`config.mk`:
```
export PLATFORM = sky130hd
export DESIGN_NAME = viterbi_acs_array
export DESIGN_NICKNAME = d
export VERILOG_FILES = /design/src/rtl/viterbi_acs_array.sv
export SDC_FILE = /design/constraint.sdc
export NUM_CORES = 2
export LEC_CHECK = 0
export ABC_AREA = 1
export CAP_MARGIN = 15
export CORE_MARGIN = 4
export CORE_UTILIZATION = 45
export DETAILED_ROUTE_END_ITERATION = 10
export PLACE_DENSITY = 0.64
export SYNTH_ARGS = -nofsm -noshare
export SYNTH_HDL_FRONTEND = slang
export SYNTH_SLANG_ARGS = --single-unit
```
`constraint.sdc`:
```
create_clock -name clk -period 19.2 [get_ports clk]
set_clock_uncertainty 0.15 [all_clocks]
set_input_delay 2.88 -clock clk [delete_from_list [all_inputs] [get_ports clk]]
set_output_delay 2.88 -clock clk [all_outputs]
set_load 0.02 [all_outputs]
```
`src/rtl/viterbi_acs_array.sv`:
```
// viterbi_acs_array: add-compare-select over all 2^(K-1) trellis states in parallel.
// Holds path metrics, renormalises them, saturates sums and reports per-state
// decisions plus the best (minimum-metric) state for traceback.
module viterbi_acs_array #(
  parameter int unsigned  K  = 7,
  parameter logic [K-1:0] G0 = 7'o133,
  parameter logic [K-1:0] G1 = 7'o171,
  parameter int unsigned  MW = 7,
  parameter int unsigned  BW = 2,
  localparam int unsigned NS = 2 ** (K - 1),
  localparam int unsigned SW = K - 1
) (
  input  logic          clk,
  input  logic          rst,
  input  logic          in_valid,
  input  logic          start,
  input  logic [BW-1:0] bm00,
  input  logic [BW-1:0] bm01,
  input  logic [BW-1:0] bm10,
  input  logic [BW-1:0] bm11,
  output logic          out_valid,
  output logic [NS-1:0] decisions,
  output logic [SW-1:0] best_state,
  output logic [MW-1:0] best_metric,
  output logic          norm_event
);

  localparam int unsigned   SUMW = MW + 1;
  localparam logic [MW-1:0] HALF = {1'b1, {(MW - 1){1'b0}}};
  localparam logic [MW-1:0] SAT  = {MW{1'b1}};

  logic [MW-1:0] metric_q [NS];
  logic [MW-1:0] addend   [NS];
  logic [MW-1:0] metric_d [NS];
  logic [NS-1:0] dec_d;
  logic [BW-1:0] bm_tab   [4];
  logic          all_msb;
  logic          do_norm;
  logic [SW-1:0] best_state_d;
  logic [MW-1:0] best_metric_d;

  // Branch metrics indexed by hypothesised codeword {a, b}.
  assign bm_tab[0] = bm00;
  assign bm_tab[1] = bm01;
  assign bm_tab[2] = bm10;
  assign bm_tab[3] = bm11;

  // Every stored metric is in the upper half: safe to subtract HALF from all.
  always_comb begin
    all_msb = 1'b1;
    for (int i = 0; i < NS; i++) begin
      all_msb = all_msb & metric_q[i][MW-1];
    end
  end

  // A frame start overrides normalisation.
  assign do_norm = ~start & all_msb;

  // Addend per state: frame restart pattern, normalised metric, or stored metric.
  always_comb begin
    for (int i = 0; i < NS; i++) begin
      if (start) begin
        addend[i] = (i == 0) ? '0 : HALF;
      end else if (all_msb) begin
        addend[i] = metric_q[i] - HALF;
      end else begin
        addend[i] = metric_q[i];
      end
    end
  end

  // One butterfly half per next state n; predecessor wiring and codewords are
  // fixed at elaboration time from the generator polynomials.
  for (genvar n = 0; n < NS; n++) begin : g_acs
    localparam logic [SW-1:0] NV = SW'(n);
    localparam logic [SW-1:0] P0 = {NV[SW-2:0], 1'b0};
    localparam logic [SW-1:0] P1 = {NV[SW-2:0], 1'b1};
    localparam logic [K-1:0]  R0 = {NV[SW-1], P0};
    localparam logic [K-1:0]  R1 = {NV[SW-1], P1};
    localparam logic [1:0]    C0 = {^(R0 & G0), ^(R0 & G1)};
    localparam logic [1:0]    C1 = {^(R1 & G0), ^(R1 & G1)};

    logic [SUMW-1:0] sum0;
    logic [SUMW-1:0] sum1;
    logic [MW-1:0]   sat0;
    logic [MW-1:0]   sat1;
    logic            pick1;

    assign sum0 = SUMW'(addend[P0]) + SUMW'(bm_tab[C0]);
    assign sum1 = SUMW'(addend[P1]) + SUMW'(bm_tab[C1]);
    assign sat0 = sum0[MW] ? SAT : sum0[MW-1:0];
    assign sat1 = sum1[MW] ? SAT : sum1[MW-1:0];
    // Lower metric wins; a tie goes to the odd predecessor.
    assign pick1       = (sat0 >= sat1);
    assign dec_d[n]    = pick1;
    assign metric_d[n] = pick1 ? sat1 : sat0;
  end

  // Pairwise minimum tree; the lower-index operand wins ties.
  always_comb begin
    logic [MW-1:0] lvl_m [NS];
    logic [SW-1:0] lvl_s [NS];
    for (int i = 0; i < NS; i++) begin
      lvl_m[i] = metric_d[i];
      lvl_s[i] = SW'(i);
    end
    for (int lv = 1; lv <= int'(SW); lv++) begin
      for (int i = 0; i < int'(NS >> lv); i++) begin
        if (lvl_m[2*i+1] < lvl_m[2*i]) begin
          lvl_m[i] = lvl_m[2*i+1];
          lvl_s[i] = lvl_s[2*i+1];
        end else begin
          lvl_m[i] = lvl_m[2*i];
          lvl_s[i] = lvl_s[2*i];
        end
      end
    end
    best_metric_d = lvl_m[0];
    best_state_d  = lvl_s[0];
  end

  // Path-metric store; reset pattern favours state 0.
  always_ff @(posedge clk or posedge rst) begin
    if (rst) begin
      for (int i = 0; i < NS; i++) begin
        metric_q[i] <= (i == 0) ? '0 : HALF;
      end
    end else if (in_valid) begin
      for (int i = 0; i < NS; i++) begin
        metric_q[i] <= metric_d[i];
      end
    end
  end

  // Step outputs: valid/norm pulse per step, decisions and best_* hold between steps.
  always_ff @(posedge clk or posedge rst) begin
    if (rst) begin
      out_valid   <= 1'b0;
      norm_event  <= 1'b0;
      decisions   <= '0;
      best_state  <= '0;
      best_metric <= '0;
    end else begin
      out_valid  <= in_valid;
      norm_event <= in_valid & do_norm;
      if (in_valid) begin
        decisions   <= dec_d;
        best_state  <= best_state_d;
        best_metric <= best_metric_d;
      end
    end
  end

endmodule
```
==> results.toml <==
[timing]
setup_tns_ns = 0
worst_pin_slew_ns = 1.44
rsz0062_at_grt = "no"
max_clock_freq_ghz = 0.0612
drv_slew = 0
fin_crit_sh_pct = 85.1
relSlewSlack_pct = 2.93
timing.final.crit_period_ns = 16.33
hold_viol_final = 0
setup_viol_count_final = 0

[setup_path]
worst_setup_path_end_kind = "flop"
timing.critical_path.slowest_stage_cell = "o21ai_0"
cp_common_cell = "nand2_1"
reg2reg_to = "best_state[1]"
timing.critical_path.from_type = "input pin"
r2r.worst_path.cells = 68
crit_path_max_fanout = 18
critical-path-max-stage-delay_ns = 0.79
required_arrival_time_at_the_worst_endpoint_ns = 19.70
r2r_start = "metric_q[293]"
criticalPathCategory = "input pin to flop"
reg2reg_setup_slack_ns = 3.80
crit_arrival_ns = 16.83

[cts]
cts.clk_slew.worst_paths_ns = 0.06
ctsHtreeMaxLevel = 3
clk-insertion-delay-late_ns = 0.73
post_cts_resize_count = 0
numClockSinks = 527
clock_path_buffers = 3
tritoncts.num_buffers = 76
cts_root_cell = "clkbuf_16"
post_cts_buffers = 0
holdBufCountCts = 0
cts_tree = "yes"

[yosys]
post_synth_fa_ha_maj_area_fraction_pct = 20.2
synth_warnings = 0
synth-xor-area-share_pct = 4.20
synthDistinctLibCells = 64
synth-compound-area-share_pct = 15.1
yosys-mux-area-fraction_pct = 0.0149
avg_synthesized_cell_area_um2 = 6.32
synth_area_mm2 = 0.0754
synth-seq-area-share_pct = 17.6
synthArstFlopShare_pct = 100
postSynthCellCount = 11900
synth_top_family_by_area = "simple AND/OR/NAND/NOR gates"
synth-edff-count = 0
synth_top_flop_cell = "dfrtp_1"
synthesis.nets = 13100
synth-simple-area-share_pct = 32.4
synth.ff_latch_count = 527

[placed_design]
place_hpwl_mm = 229
place_congestion = 1.03
port-buffer-count = 90

[flow_run]
drv_cap = 0

[floorplan]
design.core.area_mm2 = 0.167
io_pins = 91
effective_utilization_at_floorplan_pct = 45.2
fp-row-count = 150
floorplan.die.height_um = 417
die-area_mm2 = 0.174
die_width_um = 417

[global_route]
combined_global_route_utilization_of_all_metal_layers_pct = 32.0
grt_pass1_vias = 73600
grt-ovfl-total = 0
grt_max_degree = 179
antenna_found_initial = 3
grt_pass1_wl_mm = 434

[cells_and_area]
fillerInstances = 17200
area.sequential_mm2 = 0.0133
nNetsFinal = 13100
multiInputGateArea_mm2 = 0.0543
final_layout_size_suffix_gt1_share_pct = 5.87
layout-area-overhead-vs-synth_pct = 7.63

[detailed_routing]
drt_first_pass_iters = 6
routed_wirelength_mm = 287
average_via_count_per_standard_cell = 5.56
via_count = 78900
drc_errors = 0
antenna_left = 0
drt_first_iter_violations = 7452
routed_wire_length_per_instance_um = 20.2

[hold_path]
min_delay_worst_endpoint = "decisions[27]"
min-delay-start = "decisions[27]"
class_of_the_tightest_hold_or_removal_check = "flop to flop"
min_delay_path_depth = 2

[run_status]
outcome = "finished, final reports clean"
[layout make-up]
cell class	count	share of cell area (%)
multi-input cells	9383	66.8
flip-flops and latches	527	16.3
inverters	1742	8.09
well taps	2204	3.40
clock buffers	96	2.60
repair buffers	184	2.00
clock inverters	46	0.750
diodes	4	0.0123
[cells in the mapped netlist (all sizes together), types with 128 or more instances]
library cell	n	area share (%)
xnor2	201	2.3
inv	1738	8.6
nor3	146	1.0
nand3	648	4.9
o21ai	1311	8.8
fa	128	3.4
dfrtp	464	15
xor2	161	1.9
nand2	3928	20
a21oi	525	3.6
nor2	805	4.1
ha	1012	17
clkbuf	173	0.87
[stage by stage]
| step | hold WS, ns | worst slack, ns | std cells | utilization [%] | area [um2] |
|---|---|---|---|---|---|
| after floorplan | 0.299 | 1.55 | 11900 | - | 75400 |
| after global placement | 0.315 | 2.52 | 14000 | 47.0 | 78400 |
| after detailed placement | 0.316 | 2.38 | 14000 | 47.0 | 78400 |
| after CTS | 0.332 | 3.13 | 14200 | 48.6 | 81100 |
| after global routing | 0.348 | 1.82 | 14200 | 48.7 | 81200 |
| final | 0.327 | 2.87 | 14200 | 48.7 | 81200 |
[routing by layer]
metal,vias to the layer above,global-route usage [%],part of all wire [%]
li1,38600,-,-
met1,36900,43.3,44
met2,2801,51.1,44
met3,624,3.71,7.2
met4,2,14.7,5.2
met5,-,0,0.0045
[critical path, delay by kind of cell]
family	cells	cell delay (ns)
buffers and inverters	11	2.63
adders and majority gates	8	2.78
AOI/OAI and AO/OA	16	4.95
and+or+nand+nor	25	3.52
[worst max path at each step]
stage,startpoint,cells past startpoint,slack (ns),end
after detailed placement,start,63,2.38,best_metric[6]
final,bm01[1],60,2.87,best_state[1]
after global placement,start,63,2.52,best_metric[6]
after global routing,start,67,1.82,best_metric[3]
after CTS,start,63,3.13,best_state[4]
after floorplan,rst,1,1.55,best_metric[0]
[flip-flops by register name (all words and copies together), names as in the netlist]
register	flops
decisions	64
out_valid	1
best_state	6
metric_q	448
norm_event	1
best_metric	7
[layout by cell type, fill, tap and decap left out, types with 58 or more instances in the layout]
cell type,netlist,layout
clkdlybuf4s50_1,0,80
nand2_2,146,145
fa_1,128,128
nor2_1,784,784
nand2_1,3753,3753
nand4_1,120,120
xor2_1,161,161
a21oi_1,511,511
nand3_2,77,77
nor3_1,136,136
dfrtp_1,464,464
xnor2_1,201,201
inv_1,1712,1706
a211oi_1,58,58
clkbuf_16,0,76
nand3_1,566,566
dfstp_2,63,63
o21ai_0,1249,1240
ha_1,1012,1012
o21ai_1,51,60
o211ai_1,63,63
buf_4,21,88
[cells by family after synthesis]
kind of cell,after synthesis
AO/OA/AOI/OAI,2124
XOR/XNOR,362
adder cells (fa/ha/maj),1140
buffers and inverters,2021
flip-flops,527
multiplexers,1
AND/OR/NAND/NOR,5756
Power is left out: the tool's default activity adds up to more than one toggle a clock period on the data nets, which glitch-free logic cannot reach.
